--- src/rtl/aes_bus_pkg.sv ---
// Shared definitions for the AES register-bus master.
// Contents:
//   state_t    - job sequencing states
//   W_*        - word indices in the AES register map (byte address = base + 4*index)
//   key_base() - first word index of the key slot chosen by a 2-bit key select
package aes_bus_pkg;

  typedef enum logic [3:0] {
    IDLE,
    WKEY,
    WSEL,
    WPT,
    WSTART,
    WCLR,
    POLL,
    RDCT,
    RESP
  } state_t;

  localparam logic [5:0] W_START    = 6'd0;
  localparam logic [5:0] W_PT0      = 6'd1;
  localparam logic [5:0] W_KEY_S0   = 6'd5;
  localparam logic [5:0] W_CT_VALID = 6'd11;
  localparam logic [5:0] W_CT0      = 6'd12;
  localparam logic [5:0] W_KEY_S1   = 6'd20;
  localparam logic [5:0] W_KEY_S2   = 6'd26;
  localparam logic [5:0] W_KEY_SEL  = 6'd32;

  // Select values 2 and 3 both address slot 2.
  function automatic logic [5:0] key_base(input logic [1:0] sel);
    case (sel)
      2'd0:    key_base = W_KEY_S0;
      2'd1:    key_base = W_KEY_S1;
      default: key_base = W_KEY_S2;
    endcase
  endfunction

endpackage

--- src/rtl/reg_bus_beat.sv ---
// Single-beat REG_BUS initiator.
// Ports:
//   clk_i, rst_ni         - clock, synchronous active-low reset
//   start                 - launch a beat (ignored while one is in flight)
//   addr, write, wdata    - beat request, captured on start
//   done                  - beat completes this cycle (valid & ready)
//   rdata, err            - read data / bus error, meaningful while done=1
//   bus_*                 - REG_BUS initiator pins
// Request fields are registered at launch so they stay stable until ready.
// Valid drops on the completing edge, which forces an idle cycle between beats.
module reg_bus_beat (
  input  logic        clk_i,
  input  logic        rst_ni,
  input  logic        start,
  input  logic [31:0] addr,
  input  logic        write,
  input  logic [31:0] wdata,
  output logic        done,
  output logic [31:0] rdata,
  output logic        err,
  output logic [31:0] bus_addr_o,
  output logic        bus_write_o,
  output logic [31:0] bus_wdata_o,
  output logic [3:0]  bus_wstrb_o,
  output logic        bus_valid_o,
  input  logic [31:0] bus_rdata_i,
  input  logic        bus_ready_i,
  input  logic        bus_error_i
);

  always_ff @(posedge clk_i) begin
    if (!rst_ni) begin
      bus_valid_o <= 1'b0;
      bus_addr_o  <= '0;
      bus_write_o <= 1'b0;
      bus_wdata_o <= '0;
    end else if (bus_valid_o) begin
      if (bus_ready_i) bus_valid_o <= 1'b0;
    end else if (start) begin
      bus_valid_o <= 1'b1;
      bus_addr_o  <= addr;
      bus_write_o <= write;
      bus_wdata_o <= wdata;
    end
  end

  assign bus_wstrb_o = bus_write_o ? 4'hF : 4'h0;
  assign done        = bus_valid_o & bus_ready_i;
  assign err         = done & bus_error_i;
  assign rdata       = bus_rdata_i;

endmodule

--- src/rtl/aes_bus_master.sv ---
// Drives one AES-192 encryption job through the AES register map over REG_BUS:
// optional key load, key select, plaintext, start pulse, ct_valid polling,
// ciphertext readback, then a response handshake.
// Ports:
//   clk_i, rst_ni                     - clock, synchronous active-low reset
//   req_valid_i/req_ready_o           - job handshake (ready only in IDLE)
//   pt_i, key_i, key_sel_i, key_load_i - job inputs, latched on acceptance
//   rsp_valid_o/rsp_ready_i           - result handshake
//   ct_o, rsp_err_o                   - ciphertext (0 on error), error flag
//   bus_*                             - REG_BUS initiator pins
module aes_bus_master
  import aes_bus_pkg::*;
#(
  parameter logic [31:0] BASE_ADDR  = 32'h0,
  parameter int          POLL_LIMIT = 1024,
  parameter int          ADDR_WIDTH = 32,
  parameter int          DATA_WIDTH = 32
) (
  input  logic                    clk_i,
  input  logic                    rst_ni,
  input  logic                    req_valid_i,
  output logic                    req_ready_o,
  input  logic [127:0]            pt_i,
  input  logic [191:0]            key_i,
  input  logic [1:0]              key_sel_i,
  input  logic                    key_load_i,
  output logic                    rsp_valid_o,
  input  logic                    rsp_ready_i,
  output logic [127:0]            ct_o,
  output logic                    rsp_err_o,
  output logic [ADDR_WIDTH-1:0]   bus_addr_o,
  output logic                    bus_write_o,
  output logic [DATA_WIDTH-1:0]   bus_wdata_o,
  output logic [3:0]              bus_wstrb_o,
  output logic                    bus_valid_o,
  input  logic [DATA_WIDTH-1:0]   bus_rdata_i,
  input  logic                    bus_ready_i,
  input  logic                    bus_error_i
);

  localparam int PW = $clog2(POLL_LIMIT + 1);

  state_t         state, state_next;
  logic [127:0]   pt_q;
  logic [191:0]   key_q;
  logic [1:0]     sel_q;
  logic [127:0]   ct_q;
  logic           err_q;
  logic [2:0]     cnt_q;
  logic [PW-1:0]  poll_q;

  logic [5:0]     word;
  logic           beat_write;
  logic [31:0]    beat_wdata;
  logic [31:0]    beat_addr;
  logic           beat_start;
  logic           beat_done;
  logic           beat_err;
  logic [31:0]    beat_rdata;
  logic           poll_timeout;

  function automatic logic [31:0] key_word(input logic [191:0] key, input logic [2:0] idx);
    case (idx)
      3'd0:    key_word = key[31:0];
      3'd1:    key_word = key[63:32];
      3'd2:    key_word = key[95:64];
      3'd3:    key_word = key[127:96];
      3'd4:    key_word = key[159:128];
      3'd5:    key_word = key[191:160];
      default: key_word = '0;
    endcase
  endfunction

  always_ff @(posedge clk_i) begin
    if (!rst_ni) state <= IDLE;
    else         state <= state_next;
  end

  always_comb begin
    state_next   = state;
    word         = W_START;
    beat_write   = 1'b1;
    beat_wdata   = '0;
    poll_timeout = 1'b0;
    case (state)
      IDLE: begin
        if (req_valid_i) state_next = key_load_i ? WKEY : WSEL;
      end
      WKEY: begin
        word       = key_base(sel_q) + {3'b0, cnt_q};
        beat_wdata = key_word(key_q, cnt_q);
        if (beat_done && cnt_q == 3'd5) state_next = WSEL;
      end
      WSEL: begin
        word       = W_KEY_SEL;
        beat_wdata = {30'b0, sel_q};
        if (beat_done) state_next = WPT;
      end
      WPT: begin
        word       = W_PT0 + {3'b0, cnt_q};
        beat_wdata = pt_q[{cnt_q[1:0], 5'b0} +: 32];
        if (beat_done && cnt_q == 3'd3) state_next = WSTART;
      end
      WSTART: begin
        beat_wdata = 32'd1;
        if (beat_done) state_next = WCLR;
      end
      WCLR: begin
        if (beat_done) state_next = POLL;
      end
      POLL: begin
        word       = W_CT_VALID;
        beat_write = 1'b0;
        if (beat_done) begin
          if (beat_rdata[0]) begin
            state_next = RDCT;
          end else if (poll_q == PW'(POLL_LIMIT - 1)) begin
            // This was the last permitted status read.
            poll_timeout = 1'b1;
            state_next   = RESP;
          end
        end
      end
      RDCT: begin
        word       = W_CT0 + {3'b0, cnt_q};
        beat_write = 1'b0;
        if (beat_done && cnt_q == 3'd3) state_next = RESP;
      end
      RESP: begin
        if (rsp_ready_i) state_next = IDLE;
      end
      default: state_next = IDLE;
    endcase
    // A bus error on any beat abandons the job.
    if (beat_err) state_next = RESP;
  end

  // Launch a new beat in every bus state once the previous beat has retired.
  assign beat_start = (state != IDLE) && (state != RESP) && !bus_valid_o;
  assign beat_addr  = BASE_ADDR + {24'b0, word, 2'b00};

  always_ff @(posedge clk_i) begin
    if (!rst_ni) begin
      pt_q   <= '0;
      key_q  <= '0;
      sel_q  <= '0;
      ct_q   <= '0;
      err_q  <= 1'b0;
      cnt_q  <= '0;
      poll_q <= '0;
    end else begin
      if (state == IDLE && req_valid_i) begin
        pt_q  <= pt_i;
        key_q <= key_i;
        sel_q <= key_sel_i;
        ct_q  <= '0;
        err_q <= 1'b0;
      end
      if (state == RDCT && beat_done && !beat_err)
        ct_q[{cnt_q[1:0], 5'b0} +: 32] <= beat_rdata;
      if (beat_err || poll_timeout) begin
        err_q <= 1'b1;
        ct_q  <= '0;
      end
      if (state_next != state) begin
        cnt_q  <= '0;
        poll_q <= '0;
      end else if (beat_done) begin
        if (state == POLL) begin
          if (poll_q != PW'(POLL_LIMIT)) poll_q <= poll_q + 1'b1;
        end else begin
          cnt_q <= cnt_q + 1'b1;
        end
      end
    end
  end

  assign req_ready_o = (state == IDLE);
  assign rsp_valid_o = (state == RESP);
  assign ct_o        = ct_q;
  assign rsp_err_o   = err_q;

  reg_bus_beat u_beat (
    .clk_i       (clk_i),
    .rst_ni      (rst_ni),
    .start       (beat_start),
    .addr        (beat_addr),
    .write       (beat_write),
    .wdata       (beat_wdata),
    .done        (beat_done),
    .rdata       (beat_rdata),
    .err         (beat_err),
    .bus_addr_o  (bus_addr_o),
    .bus_write_o (bus_write_o),
    .bus_wdata_o (bus_wdata_o),
    .bus_wstrb_o (bus_wstrb_o),
    .bus_valid_o (bus_valid_o),
    .bus_rdata_i (bus_rdata_i),
    .bus_ready_i (bus_ready_i),
    .bus_error_i (bus_error_i)
  );

endmodule

--- config.mk ---
export PLATFORM = sky130hd
export DESIGN_NAME = aes_bus_master
export DESIGN_NICKNAME = d
export VERILOG_FILES = /design/src/rtl/aes_bus_pkg.sv /design/src/rtl/reg_bus_beat.sv /design/src/rtl/aes_bus_master.sv
export SDC_FILE = /design/constraint.sdc
export NUM_CORES = 1
export LEC_CHECK = 0
export CORE_AREA = 2 2 216 218
export CTS_CLUSTER_DIAMETER = 200
export DETAILED_ROUTE_END_ITERATION = 6
export DIE_AREA = 0 0 218 220
export GPL_ROUTABILITY_DRIVEN = 0
export PLACE_DENSITY = 0.79
export SYNTH_ARGS = -nofsm -noshare
export SYNTH_HDL_FRONTEND = slang
export SYNTH_SLANG_ARGS = --single-unit
--- constraint.sdc ---
create_clock -name clk_i -period 3.4 [get_ports clk_i]
set_input_delay 0.68 -clock clk_i [delete_from_list [all_inputs] [get_ports clk_i]]
set_output_delay 0.68 -clock clk_i [all_outputs]
set_load 0.01 [all_outputs]
==> flow_summary.toml <==
[clocking]
cts.clk_slew.worst_paths_ns = 0.06
cts-htree-levels = 2
cts_tree = "yes"
cts_resized = 0
cts_made_buffers = 52
clock_latency_ns = 0.60
root_buffer = "clkbuf_16"
postCtsSetupRepairBufs = 0
cts_sinks = 509
cts.path.max_buffers = 3
hold_buffers = 0

[logic_synthesis]
ys.flop_type = "dfxtp_1"
ys_ff_latch = 509
yosys_warnings = 0
async_reset_ff_share_pct = 0
syn_area_um2 = 22100
synthDistinctLibCells = 66
synth_top_area_cell = "dfxtp_1"
netlist.area_leader.share_pct = 46.11
synthCells = 2601
syn_avg_cell_area_um2 = 8.496
synth_area_leaders = "dfxtp_1 46%, nand2_1 12%, a21boi_0 9.8%, nand3_1 4.3%, a21oi_1 3.4%"
yosysSeqAreaShare_pct = 46.11
synth-edff-count = 0

[die]
core_um2 = 45860
io-pin-count = 562
start_util_pct = 48.18
dieArea_um2 = 47960
die_y_um = 220
die_x_um = 218
placementRows = 79

[global_routing]
antenna_found_initial = 10
grt_max_degree = 177
gr-total-overflow = 0
grt_pass1_vias = 19711
track_usage_pct = 30.42
grt_pass1_wl_mm = 112.7

[power_and_ir_drop]
power.share.combinational_pct = 21.8
p_sw_uw = 4872
p_seq_share_pct = 42.2
peakVddDrop_uv = 375.8
swShare_pct = 29.69
power_frac_clock_pct = 36.0
p_int_uw = 11540
p_leak_uw = 0.01059
p_per_area_nw_per_um2 = 558.0

[critical_path]
cp-end-kind = "output pin"
slowest_delay_ns = 0.87
critPathArrivalTime_ns = 2.66
critical-path-top-delay-family = "buffers and inverters"
critPathLaunchType = "register"
cp_cell_sequence = "inv_1 -> nor2_1 -> clkdlybuf4s50_1"
crit_buf_inv = 2
critPathKind = "register to output pin"
worstPathRequired_ns = 2.72
crit_slowest_cell = "dfxtp_1"
critPathMaxFanout = 20

[route]
viasPerCell = 5.684
drcViolationCount = 0
dr.pass1.iters = 7
vias = 20762
routed_wl_mm = 75.84
ant_nets = 0
avgRoutedWirePerCell_um = 20.76
initialDrtViolationCount = 2339

[timing]
timing.final.hold_violations = 0
report.final.slew_viol_count = 0
fin_hold_ws_ns = 0.4495
fin_crit_sh_pct = 98.22
rsz0062_at_grt = "no"
fin_tns_setup_ns = 0
fmax_mhz = 299.5
setup_violations = 0
min_period_ns = 3.339
slew_headroom_pct = 44.00
skew_ns = 0.01576
worstMarginPinSlew_ns = 0.8388

[placed_design]
portBuffers = 535
dp_hpwl_mm = 54.66
dp.cells = 3553

[finish]
drive_gt1_share_pct = 7.505
area_delta_synth_final_pct = 33.08
fin_nets = 3374
final_cells = 3653

[flow_run]
drv_cap = 0

[min_path]
hp-class = "register to register"

[outcome]
outcome = "complete, no violations"
power by group through the flow:
stage,clock (uW),sequential (uW),combinational [uW]
after floorplan,0,6970,2080
after global placement,0,7020,3470
after detailed placement,0,7050,3540
after CTS,5990,6920,3560
after global routing,6210,6990,3880
final,5910,6930,3570
cells by family (layout without fill, tap and decap cells):
family | count (synthesis) | count (layout) | synth area share (%)
AOI/OAI and AO/OA | 646 | 646 | 20.73
xor gates and xnor gates | 17 | 17 | 0.6738
adders and majority gates | 13 | 13 | 0.7700
buffers and inverters | 270 | 682 | 5.719
DFF | 509 | 509 | 46.11
muxes | 84 | 84 | 5.894
other | 1 | 34 | 0.01697
and+or+nand+nor | 1061 | 1061 | 20.08
metrics by stage:
step	utilization [%]	instance area (um2)	total power [uW]	setup slack [ns]
2_1_floorplan	-	22190	9044	0.8013
3_3_place_gp	60.26	27640	10490	0.3271
3_5_place_dp	60.26	27640	10590	0.2187
4_1_cts	64.07	29390	16470	0.1091
5_1_grt	64.11	29400	17080	0.02111
6_report	64.12	29410	16410	0.06059
layer usage:
| layer | vias up | global-route usage (%) | wire, um |
|---|---|---|---|
| met1 | 9869 | 34.79 | 27830 |
| met5 | - | 0 | 13 |
| met3 | 206 | 6.667 | 6684 |
| li1 | 9668 | - | - |
| met4 | 2 | 17.26 | 4265 |
| met2 | 1017 | 52.57 | 37040 |
final timing paths:
| kind | start | to | slack, ns | cells past startpoint |
|---|---|---|---|---|
| max reg2reg | cnt_q[1] | cnt_q[2] | 0.45 | 10 |
| min | pt_q[70] | pt_q[70] | 0.45 | 2 |
| min reg2reg | pt_q[70] | pt_q[70] | 0.45 | 2 |
| max | state[3] | rsp_valid_o | 0.06 | 3 |
worst reg2reg max path, cell delays in order, from the launching register on:
cell      delay (ns)
dfxtp_2         0.34
inv_1           0.20
ha_2            0.36
buf_4           0.32
and2_1          0.28
o32ai_2         0.12
a211oi_2        0.23
nor2b_2         0.07
xnor2_1         0.23
nand4b_2        0.39
a211oi_1        0.32
synthesized netlist by cell type (3+ instances only):
cell type / number
dfxtp_1: 509
a21oi_1: 151
mux2i_1: 3
a22oi_1: 66
buf_4: 37
nor3b_1: 3
nor2_1: 75
xor2_1: 8
a31oi_1: 13
buf_1: 5
o22ai_1: 4
a211oi_1: 5
inv_1: 12
mux4_2: 32
nor3_1: 12
nand3_1: 191
nor4_1: 4
a222oi_1: 19
nand2_1: 729
a21boi_0: 287
clkbuf_1: 137
and2_1: 4
mux2_2: 49
nand4_1: 3
o21bai_1: 3
buf_2: 75
xnor2_1: 9
and2_0: 4
nor2b_1: 10
a21boi_1: 42
o211a_1: 31
ha_1: 12
and3_1: 6
nand2b_1: 3
o21ai_0: 9
registers in the layout, summed over array words and instances (netlist names):
signal,flops
cnt_q,3
rsp_err_o,1
key_q,192
poll_q,11
u_beat.bus_addr_o,6
ct_o,128
sel_q,2
u_beat.bus_wdata_o,32
u_beat.bus_write_o,1
pt_q,128
state,4
u_beat.bus_valid_o,1
layout make-up:
type,instances,area (um2)
clock buffer,76,1524
sequential,509,10190
inverter,12,45.04
timing repair buffer,578,5844
tap,607,759.5
multi-input combinational,1847,10800
clock inverter,16,225.2
fill,3744,16460
antenna,8,20.02
cells in the final DEF (no fill, tap or decap), types with 30 or more instances in the layout:
| cell | n |
|---|---|
| a21oi_1 | 151 |
| a21boi_0 | 287 |
| dfxtp_1 | 506 |
| nand2_1 | 727 |
| buf_4 | 30 |
| nor2_1 | 75 |
| a22oi_1 | 66 |
| mux4_2 | 32 |
| o211a_1 | 31 |
| nand3_1 | 191 |
| clkbuf_16 | 54 |
| mux2_2 | 49 |
| a21boi_1 | 42 |
| clkdlybuf4s50_1 | 534 |
No activity file was read; power rests on OpenSTA's default activity.
